File: src/rtl/ysyx_22040895_ifu.sv
// Instruction fetch stage: holds the PC, fetches one word at a time and hands it to decode.
// Optional target alignment trap is enabled by defining YSYX_22040895_IFU_MISALIGN_CHECK_EN.
module ysyx_22040895_ifu #(
  parameter int              XLEN     = 64,
  parameter logic [XLEN-1:0] RESET_PC = XLEN'(64'h0000_0000_8000_0000)
) (
  input  logic            clk,
  input  logic            rst,
  input  logic            jump_branch_i_ifu,
  input  logic [XLEN-1:0] target_i_ifu,
  output logic            imem_req_valid_o_ifu,
  input  logic            imem_req_ready_i_ifu,
  output logic [XLEN-1:0] imem_addr_o_ifu,
  input  logic            imem_resp_valid_i_ifu,
  input  logic [31:0]     imem_rdata_i_ifu,
  output logic            inst_valid_o_ifu,
  input  logic            inst_ready_i_ifu,
  output logic [31:0]     inst_o_ifu,
  output logic [XLEN-1:0] pc_o_ifu,
  output logic [6:0]      opcode_o_ifu,
  output logic [2:0]      func3_o_ifu,
  output logic [6:0]      func7_o_ifu
`ifdef YSYX_22040895_IFU_MISALIGN_CHECK_EN
  ,
  output logic            misalign_o_ifu
`endif
);

  typedef enum logic [1:0] {
    S_REQ  = 2'd0,
    S_WAIT = 2'd1,
    S_OUT  = 2'd2
  } state_e;

  localparam logic [31:0] NOP = 32'h0000_0013;

  state_e          state_q;
  logic [XLEN-1:0] pc_q;
  logic            drop_q;
  logic [31:0]     inst_q;
  logic            inst_valid_q;
  logic            parked;

`ifdef YSYX_22040895_IFU_MISALIGN_CHECK_EN
  logic misalign_q;
  logic bad_target;

  assign bad_target     = |target_i_ifu[1:0];
  assign parked         = misalign_q;
  assign misalign_o_ifu = misalign_q;
`else
  assign parked = 1'b0;
`endif

  // A redirect in the same cycle masks the request so the stale PC never reaches memory.
  assign imem_req_valid_o_ifu = rst & (state_q == S_REQ) & ~jump_branch_i_ifu & ~parked;
  assign imem_addr_o_ifu      = pc_q;
  assign pc_o_ifu             = pc_q;
  assign inst_valid_o_ifu     = inst_valid_q;
  assign inst_o_ifu           = inst_q;
  assign opcode_o_ifu         = inst_q[6:0];
  assign func3_o_ifu          = inst_q[14:12];
  assign func7_o_ifu          = inst_q[31:25];

  always_ff @(posedge clk or negedge rst) begin
    if (!rst) begin
      state_q      <= S_REQ;
      pc_q         <= RESET_PC;
      drop_q       <= 1'b0;
      inst_q       <= NOP;
      inst_valid_q <= 1'b0;
`ifdef YSYX_22040895_IFU_MISALIGN_CHECK_EN
      misalign_q   <= 1'b0;
`endif
    end else if (!parked) begin
      unique case (state_q)
        S_REQ: begin
          if (jump_branch_i_ifu) begin
            pc_q <= target_i_ifu;
          end else if (imem_req_ready_i_ifu) begin
            state_q <= S_WAIT;
          end
        end
        S_WAIT: begin
          if (jump_branch_i_ifu) begin
            pc_q <= target_i_ifu;
            // A response arriving with the redirect is the stale one; nothing left to drop.
            if (imem_resp_valid_i_ifu) begin
              drop_q  <= 1'b0;
              state_q <= S_REQ;
            end else begin
              drop_q <= 1'b1;
            end
          end else if (imem_resp_valid_i_ifu) begin
            if (drop_q) begin
              drop_q  <= 1'b0;
              state_q <= S_REQ;
            end else begin
              inst_q       <= imem_rdata_i_ifu;
              inst_valid_q <= 1'b1;
              state_q      <= S_OUT;
            end
          end
        end
        S_OUT: begin
          if (jump_branch_i_ifu) begin
            pc_q         <= target_i_ifu;
            inst_valid_q <= 1'b0;
            state_q      <= S_REQ;
          end else if (inst_ready_i_ifu) begin
            pc_q         <= pc_q + XLEN'(4);
            inst_valid_q <= 1'b0;
            state_q      <= S_REQ;
          end
        end
        default: begin
          state_q <= S_REQ;
        end
      endcase
`ifdef YSYX_22040895_IFU_MISALIGN_CHECK_EN
      // Misaligned redirect: load the PC, kill everything in flight and park until reset.
      if (jump_branch_i_ifu && bad_target) begin
        pc_q         <= target_i_ifu;
        drop_q       <= 1'b0;
        inst_valid_q <= 1'b0;
        state_q      <= S_REQ;
        misalign_q   <= 1'b1;
      end
`endif
    end
  end

endmodule

File: config.mk
export PLATFORM = sky130hd
export DESIGN_NAME = ysyx_22040895_ifu
export DESIGN_NICKNAME = d
export VERILOG_FILES = /design/src/rtl/ysyx_22040895_ifu.sv
export SDC_FILE = /design/constraint.sdc
export NUM_CORES = 1
export LEC_CHECK = 0
export CAP_MARGIN = 10
export CORE_UTILIZATION = 40
export CTS_BUF_LIST = sky130_fd_sc_hd__clkbuf_8
export DETAILED_ROUTE_END_ITERATION = 8
export HOLD_SLACK_MARGIN = 0.15
export PLACE_DENSITY = 0.8
export SYNTH_ARGS = -nofsm -noshare
export SYNTH_HDL_FRONTEND = slang
export SYNTH_SLANG_ARGS = --single-unit
export TNS_END_PERCENT = 100
File: constraint.sdc
create_clock -name clk -period 2.2 [get_ports clk]
set_input_delay 0.44 -clock clk [delete_from_list [all_inputs] [get_ports clk]]
set_output_delay 0.44 -clock clk [all_outputs]
set_load 0.02 [all_outputs]
# After elaboration in Yosys (flattened, before gate mapping)
# Cells that the tools add are included.
op_classes:
  n_eq_ne: 9
  addsub: 1
  muxes: 22
  reduce_logical: 10
  bitwise_logic: 4
ops:
  columns: ["op", "count"]
  rows:
  - ["2-to-1 mux 64 bit", 3]
  - ["one-hot mux 64 bit (2 select lines)", 1]
  - ["adder 64 x 3 -> 64 bit, second input constant", 1]
  - ["2-to-1 mux 2 bit", 8]
  - ["inequality test 2 bit, second input constant", 5]
  - ["2-to-1 mux 1 bit", 8]
  - ["AND reduction 4 bit", 2]
  - ["one-hot mux 2 bit (3 select lines)", 1]
  - ["nonzero test 2 bit", 3]
  - ["AND reduction 5 bit", 1]
  - ["inequality test 3 bit, second input constant", 1]
  - ["AND reduction 3 bit", 1]
  - ["bitwise AND 1 bit", 2]
  - ["equality test 2 x 1 -> 1 bit, second input constant", 1]
  - ["equality test 2 bit, second input constant", 1]
  - ["zero test 2 bit", 1]
  - ["inequality test 2 x 1 -> 1 bit, second input constant", 1]
  - ["NOT 1 bit", 2]
  - ["one-hot mux 1 bit (2 select lines)", 1]
  - ["AND reduction 2 bit", 1]
  - ["OR reduction 2 bit", 1]
word_totals:
  word_cells: 51
  input_bits: 102
  out_inout_bits: 179
  ff_bits: 100

# Logic depth before layout (Yosys ltp)
# Gate-level depths: netlist of the first run.
depth:
  ltp_word: 4
  mapped_depth: 9
  depth_no_buf: 6

# Worst setup path before layout of the first run
# Ideal clock, no wire load.
synth_timing:
  path_type: "reg2reg"
  start: "reg pc_q[2], in the netlist imem_addr_o_ifu[2]"
  end: "reg pc_q[56], in the netlist imem_addr_o_ifu[56]"
  n_path_buf: 0
  t_arrival_ps: 2336
  slack_ps: -205
  synth_period_minus_slack_ps: 2405
  path_stages_with_launch: 7
  required_ps: 2131
  setup_time_ps: 69
  path_cell_list: "dfrtp_1 -> ha_1 -> nand4_4 -> or4_4 -> or3_1 -> or4_1 -> nand3_1"
synth_via:
  elab_chain_cells: 4
synth_lines:
  columns: ["element", "line_no", "rtl"]
  rows:
  - ["from (decl)", "38", "logic [XLEN-1:0] pc_q;"]
  - ["from (signal assigned)", "79", "pc_q <= target_i_ifu;"]
  - ["from (signal assigned)", "86", "pc_q <= target_i_ifu;"]
  - ["from (signal assigned)", "107", "pc_q <= target_i_ifu;"]
  - ["adder 64 x 3 -> 64 bit", "111", "pc_q <= pc_q + XLEN'(4);"]
  - ["2-to-1 mux 64 bit", "110", "end else if (inst_ready_i_ifu) begin"]
  - ["2-to-1 mux 64 bit", "106", "if (jump_branch_i_ifu) begin"]
  - ["one-hot mux 64 bit (2 select lines)", "76", "unique case (state_q)"]
# No other way between the ends. The select of a mux whose other input is x is not followed.
# A chain may end at the register's enable or synchronous reset.

# Final worst setup path of the first run
# Ends and elaborated chain as after synthesis.

==> run summary, run 1 <==
The critical path runs through a total of 6 cells. Between clock sinks in the finished design, the worst skew comes to 0.0103 ns. The total overflow reported by the global router is 0. In this run the number of H-tree levels came out at 3. The routed length on met1 was 8830 um; the buffer and inverter count on the worst path was 0. The run gives 4.82 mW as the internal power consumption.

Detailed routing placed a total of 2530 um of wire on met3. For the via count of the first global-routing pass, the log shows 6722. The tightest min-delay check is of the in -> async type. For this run, the leading register cell type out of synthesis is dfrtp_1.

The area growth from synthesis to layout is 52.9%. The worst setup path is launched from a flop. At the end of the flow the core is filled with cells to 62.6%.

From left edge to right edge, the die measures 129 um. VDD sags by at most 0.000480 V. In this run, CTS created clock tree buffers numbering 9. Entering global routing, the biggest net connects 101 pins. Walking the worst path, the cells encountered are ha_4 -> nand4_4 -> or4_4 -> or3_1 -> or4_1 -> nand3_2. In this run, synthesis inferred 0 flip-flops with an integrated enable.

The sink count of the clock tree is 100. Using the TritonRoute via totals, the vias-per-cell ratio works out to 5.61. The tools report the boundary pin count as 281. 0 antenna diodes ended up in the layout.

Setup violations remaining at the end of the flow were counted as 0. The smallest clock period supported by the final layout is computed as 2.18 ns. In this run, flip-flops and latches consume 34.0% of the power.

The unique cell type count in the Yosys netlist is 62. The analysis attributes to cell leakage a power of 4.19 nW. The tools report the endpoint class of the critical path as a flop.

From bottom edge to top edge, the die measures 129 um. The tool flagged a number of max-cap violations equal to 0. In the post-synthesis netlist, the biggest area contributors are dfrtp_1 (37%), buf_4 (9.4%), nand2_1 (9.2%). Clock transition at the register clock pins on the worst setup and hold paths after CTS: 0.10 ns. The analysis attributes to net switching a power of 3.08 mW.

In this design, the stage delay of the slowest critical-path cell is 0.54 ns. The slew at the pin closest to its max-slew limit was 0.579 ns; the share of the clock period used by the worst path was 98.9%. Clock tree synthesis selected as its root buffer the cell clkbuf_8. The netlist area before placement is 6480 um2, and the net total in the final layout is 1180. The net count of the mapped netlist came out at 916. By count the netlist is led by nand2_1 (159), dfrtp_1 (96), buf_4 (81), nor2_1 (57), a21oi_1 (45). TritonCTS built the clock tree.

STA puts the critical path data required time at 2.52 ns. The run gives 46 as the total number of placement rows. Of all nets on the critical path, the largest fanout is 3. Layout cell share with drive strength beyond 1: 13.8%. The die covers 16700 um2. Derived from the worst setup path, the maximum achievable clock frequency is 460 MHz. The count of pins over their slew limit was 0. For the initial standard-cell utilization of the core, the log shows 41.0%. The kind of critical path is reg -> reg. In the final routed layout, each cell accounts on average for 18.0 um. Total of flip-flops plus latches after synthesis: 100. The flow ran to the end, and the final reports show no timing, DRC or antenna violations.

The first global-routing pass estimated 35100 um of wire. In the global route stage, overall resource usage came out at 27.4%. The count of nets left with antenna violations once routing finished came out at 0. In this run switching power makes up 39.0% of total power. The tools report the starting DRC count in detailed routing as 581. Dividing the synthesized area by the synthesized cell count gives 7.98 um2. The clock insertion delay at the later pin of the skew report is 0.39 ns, and the met2 layer wire length in the routed design is 11500 um. The post-cts hold buffer count is 0, and the final wirelength is 23400 um. For the number of iterations in the first detailed-routing pass, the log shows 5. Counting along the longest clock path gives a buffer depth of 2. For the final routed database, the setup TNS stands at 0 ns. The tools report the final number of hold-violating endpoints as 0. The uppermost signal routing layer after detailed routing is met4. The design draws 7.90 mW. The worst register-to-register path has a depth of 6. The cell accounting for the most synthesized area is dfrtp_1. The proportion of synthesized flip-flops having asynchronous set or reset works out to 100%. Yosys instantiated no cell more often than nand2_1.

The wire-length estimate of the detail-placed layout is 17300 um. In the routed design, unresolved DRC markers number 0. The logs give 813 for the post-synthesis cell count and 9650 um2 for the placed instance area. In this run the tool buffered the top-level ports with 280 buffer cells. The clock network burns 16.0% of the power. The tools report the final design area excluding fillers as 9910 um2.

Data arrives at the worst endpoint at 2.50 ns. The congestion estimate from routability-driven global placement came to 0.903. The logs give 0 for the number of antenna violations at the first check in global routing and 50.0% for the share of total power in combinational logic. The floorplan step defined a core boundary enclosing 15800 um2. After synthesis, flip-flops and latches occupy 38.7% of the total area. For this run, the number of Yosys warnings is 0.

For this design the ratio of total power to cell area is 797 nW/um2. In this design, the largest share of critical-path delay is due to simple AND/OR/NAND/NOR gates. For this block, the via count after detailed routing is 7280.

In this run the tightest slew margin relative to its limit is 61.4%. Library cell contributing the largest single delay on the critical path: or4_4. The share of the synthesized area in the top cell type came out at 37.1%.
==> power groups by stage <==
stage                     clock network, mW  logic [mW]  registers (mW)
after floorplan                           0        1.52            3.30
after global placement                    0        3.88            2.70
after detailed placement                  0        3.95            2.73
after CTS                              1.28        3.96            2.69
after global routing                   1.36        4.20            2.76
final                                  1.26        3.95            2.69
==> cells in the final DEF (no fill, tap or decap), drive strengths merged, types with 14 or more instances in the layout <==
cell type,synthesis,layout
clkdlybuf4s50,0,278
nand2,159,159
buf,91,105
dfrtp,96,96
nor2,57,57
a21oi,45,45
nand3,44,44
nand4,38,38
o21ai,33,33
nor3,21,21
and3,21,21
or3,14,14
nor4,14,14
==> final timing paths <==
path	startpoint	slack, ns	endpoint
worst max-delay path	imem_addr_o_ifu[2]	0.02	imem_addr_o_ifu[56]
worst min-delay path	rst	0.13	imem_addr_o_ifu[1]
worst max register to register	imem_addr_o_ifu[2]	0.02	imem_addr_o_ifu[56]
worst min register to register	inst_o_ifu[0]	0.48	inst_o_ifu[0]
max in group asynchronous	rst	1.60	imem_addr_o_ifu[2]
min in group clk	inst_o_ifu[0]	0.48	inst_o_ifu[0]
==> flip-flops by register name, summed over array words and instances (netlist names) <==
name / flops
drop_q: 1
imem_addr_o_ifu: 64
inst_o_ifu: 32
inst_valid_o_ifu: 1
state_q: 2
==> cell type report <==
class                      instances  area [um2]
timing repair buffer             384        3710
inverter                          10        37.5
sequential                       100        2510
tap                              216         270
multi-input combinational        572        3180
fill                            1332        5920
clock buffer                      11         151
clock inverter                     5        51.3
==> kinds of logic (layout without fill, tap and decap cells) <==
kind of cell,after synthesis,in the layout,synth area share (%)
simple gates,403,403,31.0
mux,5,5,0.791
buf+inv,141,410,12.9
compound gates,163,163,16.4
fa+ha+maj,1,1,0.193
flops,100,100,38.7
==> worst reg2reg max path: cells and delay by family (launching register included) <==
kind	cells	cell delay, ns
adder cells (fa/ha/maj)	1	0.17
flip-flops	1	0.40
AND/OR/NAND/NOR	5	1.55
==> what timing repair did <==
item | CTS | global route
pin swaps | 0 | 3
endpoints found under the setup margin | 2 | 6
gates resized for setup | 2 | 7
buffers inserted | 0 | 6
==> metal layers <==
layer	GRT usage, %	up-vias
met3	5.95	38
met1	33.1	3456
li1	-	3357
met4	11.6	0
met5	0	-
met2	47.0	429
==> through the flow <==
| stage | instances | worst slack, ns | hold slack (ns) |
|---|---|---|---|
| 6_report | 1298 | 0.0243 | 0.134 |
| 5_1_grt | 1298 | -0.0189 | 0.178 |
| 4_1_cts | 1292 | 0.00933 | 0.154 |
| 3_5_place_dp | 1276 | -0.198 | 0.462 |
| 3_3_place_gp | 1276 | -0.177 | 0.453 |
| 2_1_floorplan | 813 | -0.0170 | 0.144 |
No activity file was read; power rests on OpenSTA's default activity.
==> inputs of run 2 (changes only) <==
--- a/config.mk
+++ b/config.mk
@@ -6,6 +6,7 @@
 export NUM_CORES = 1
 export LEC_CHECK = 0
 export CAP_MARGIN = 10
+export CORE_ASPECT_RATIO = 0.8
 export CORE_UTILIZATION = 40
 export CTS_BUF_LIST = sky130_fd_sc_hd__clkbuf_8
 export DETAILED_ROUTE_END_ITERATION = 8
==> run summary, run 2 (synthesis results as in run 1) <==
The run finished with clean final reports. The data required time at the worst endpoint was 1.76 ns (-0.76 ns). The initial standard-cell utilization of the core came out at 41.0% (+0.071 points).

CTS placed an instance of clkbuf_8 at the clock tree root. Share of power burned in the clock network: 15.0% (-1.0 points). The kind of critical path was in -> out. For the number of diodes added for antenna fixing, the log shows 0 (unchanged).

In this design, the largest share of critical-path delay is due to buffers and inverters. The time the worst path needs with I/O delays and setup is 2.12 ns (-0.0527 ns), and the switching power summed over all nets is 3.17 mW (+2.9%). The final worst-path setup slack came out at 0.0770 ns (+0.0527 ns). The met3 demand-to-capacity share in global routing came out at 6.45% (+0.50 points).

The flip-flop count of the largest register, all copies and words added works out to 64 (unchanged). The DRC violation count after routing was 0 (unchanged). Area enclosed by the die boundary: 16700 um2 (about the same).

The total overflow reported by the global router is 0 (unchanged), and the share of total power in combinational logic is 50.7% (+0.7 points). Category of the worst setup path launch point: an input port. The run gives 0.40 ns (about the same) as the clock insertion delay at the later pin of the skew report.

The total number of placement rows is 41 (-11%). The logs give 37.5% (+4.3 points) for the global routing met1 resource utilization and 3 (unchanged) for the number of H-tree levels. The number of iterations in the first detailed-routing pass is 5 (unchanged), and the final number of hold-violating endpoints is 0 (unchanged). The slowest stage of the critical path belongs to the cell clkdlybuf4s50_1. In the layout the commonest cells are clkdlybuf4s50_1 (278), nand2_1 (158), buf_4 (107), dfrtp_1 (92), nor2_1 (57).

The per-cell via count in the routed design is 5.59 (-0.41%). From synthesis to final layout, the design area changed by 52.5%. Most common cell after layout, fill and taps aside: clkdlybuf4s50_1.

The top achievable clock speed is 471 MHz (+2.5%), and the buffer and inverter count on the worst path is 3 (+3). The share of the clock period used by the worst path is 96.5% (-2.4 points), and the relative max-transition margin is 58.9% (-2.5 points). TritonCTS built the clock tree. The maximum number of pins on one net before global-route repair was 101 (unchanged); the number of vias after detailed routing was 7295 (+0.21%). The tools report the sink count of the clock tree as 100 (unchanged).

The number of CTS-inserted buffers was 9 (unchanged). The largest stage delay on the critical path came out at 0.41 ns (-0.13 ns). The die span in y was 116 um (-10%); the global router's overall resource usage was 27.8% (+0.47 points). The starting DRC count in detailed routing is 707 (+22%), and the via count of the first global-routing pass is 6836 (+1.7%).

The core area was 15800 um2 (-0.17%); the final wirelength was 23400 um (+0.36%). The number of input and output port buffers inserted was 280 (unchanged). The number of max-capacitance violations reported is 0 (unchanged). The slew at the pin closest to its max-slew limit was 0.611 ns (+0.0322 ns). The tools report the final estimated routing congestion in global placement as 0.895 (-0.93%).

Layout cell share with drive strength beyond 1: 14.2% (+0.44 points). Setup repair after global routing could not meet its margin everywhere. The path class of the tightest hold or removal check is reg -> reg.

The boundary pin count was 281 (unchanged); the width of the chip was 144 um (+12%). For the net total in the final layout, the log shows 1189 (+0.76%). The signal arrival time at the worst endpoint came out at 1.68 ns (-0.82 ns).

The clock transition at the register clock pins on the worst setup and hold paths after CTS was 0.11 ns (about the same). The run gives 4.19 nW (about the same) as the leakage power summed over all cells. STA classifies the critical path endpoint as an output pin. The layer with the highest usage is met2. The tools report the number of endpoints failing setup at the final stage as 0 (unchanged).

The post-detailed-placement half-perimeter wirelength is 17700 um (+1.8%), and the end-of-flow core utilization is 62.6% (about the same). The number of antenna violations at the first check in global routing is 0 (unchanged), and the met2 global-route usage is 44.1% (-2.9 points). The tools report the placement-stage worst setup slack as -0.242 ns (-0.0443 ns).

Traced cell by cell, the critical path runs through clkdlybuf4s50_1 -> buf_4 -> nor2_1 -> and3_1 -> dlygate4sd2_1. The run gives 0.0105 ns (+0.000210 ns) as the largest clock skew in the final design. Post-detailed-route wirelength per cell: 17.9 um (-0.26%). The worst voltage drop across the vdd grid was 0.000634 V (+32%); the clock tree buffer depth was 2 (unchanged). The wire length of the first global-routing pass was 35900 um (+2.4%). The run gives 34.3% (+0.3 points) as the portion of total power attributed to sequential cells.

The number of routed nets with antenna violations is 0 (unchanged), and the power density over cell area is 792 nW/um2 (-0.59%). Share of total power consumed by net switching: 40.5% (+1.5 points). The tools report the internal power consumption as 4.66 mW (-3.2%).

The critical-path maximum fanout was 5 (+2). The count of pins over their slew limit came out at 0 (unchanged).
## run 2: tightest hold or removal path, delay by kind of cell, from the launching register on
family | cells | cell delay (ns)
flops | 1 | 0.39
simple gates | 2 | 0.10
## run 2: metrics by stage
step	std cells	cell area [um2]	TNS (ns)	power, mW	hold slack, ns
final	1306	9890	0	7.84	0.474
after detailed placement	1287	9670	-3.99	6.68	0.458
after global placement	1287	9670	-2.18	6.60	0.455
after floorplan	813	6500	-0.0170	4.82	0.144
after global routing	1306	9890	-0.00301	8.23	0.498
after CTS	1304	9860	0	7.87	0.476
## run 2: area by class of cell
class	instances	area [um2]
clock buffers	9	124
clock inverters	7	56.3
fillers	1399	5910
inverters	10	37.5
multi-input cells	572	3180
flip-flops and latches	100	2510
well taps	215	269
repair buffers	393	3720
## run 2: repair_timing
action | CTS | global route
endpoints found under the setup margin | 1 | 8
hold endpoints to repair | 4 | 0
hold buffers | 1 | 0
setup buffers | 0 | 2
gates resized for setup | 1 | 6
pin swaps | 0 | 3
## run 2: metal layers
layer / routed length [um] / share of wire (%) / up-vias
met5: 0 / 0 / -
met4: 426 / 1.8 / 0
met3: 1960 / 8.4 / 40
met2: 11100 / 47 / 374
met1: 9930 / 42 / 3494
li1: - / - / 3387
## run 2: power by group through the flow
stage	sequential, mW	clock, mW	combinational [mW]
floorplan	3.30	0	1.52
CTS	2.69	1.20	3.98
global route	2.76	1.26	4.22
detailed placement	2.72	0	3.97
finish	2.69	1.18	3.97
global placement	2.70	0	3.91
## run 2: final timing paths
path | endpoint | slack, ns | from | cells after the start
setup / recovery | imem_req_valid_o_ifu | 0.08 | jump_branch_i_ifu | 5
hold / removal | inst_o_ifu[4] | 0.47 | inst_o_ifu[4] | 2
setup reg to reg | imem_addr_o_ifu[63] | 0.09 | imem_addr_o_ifu[4] | 7
hold reg to reg | inst_o_ifu[4] | 0.47 | inst_o_ifu[4] | 2
max in group asynchronous | imem_addr_o_ifu[3] | 1.05 | rst | 3
min in group asynchronous | imem_addr_o_ifu[0] | 0.66 | rst | 3
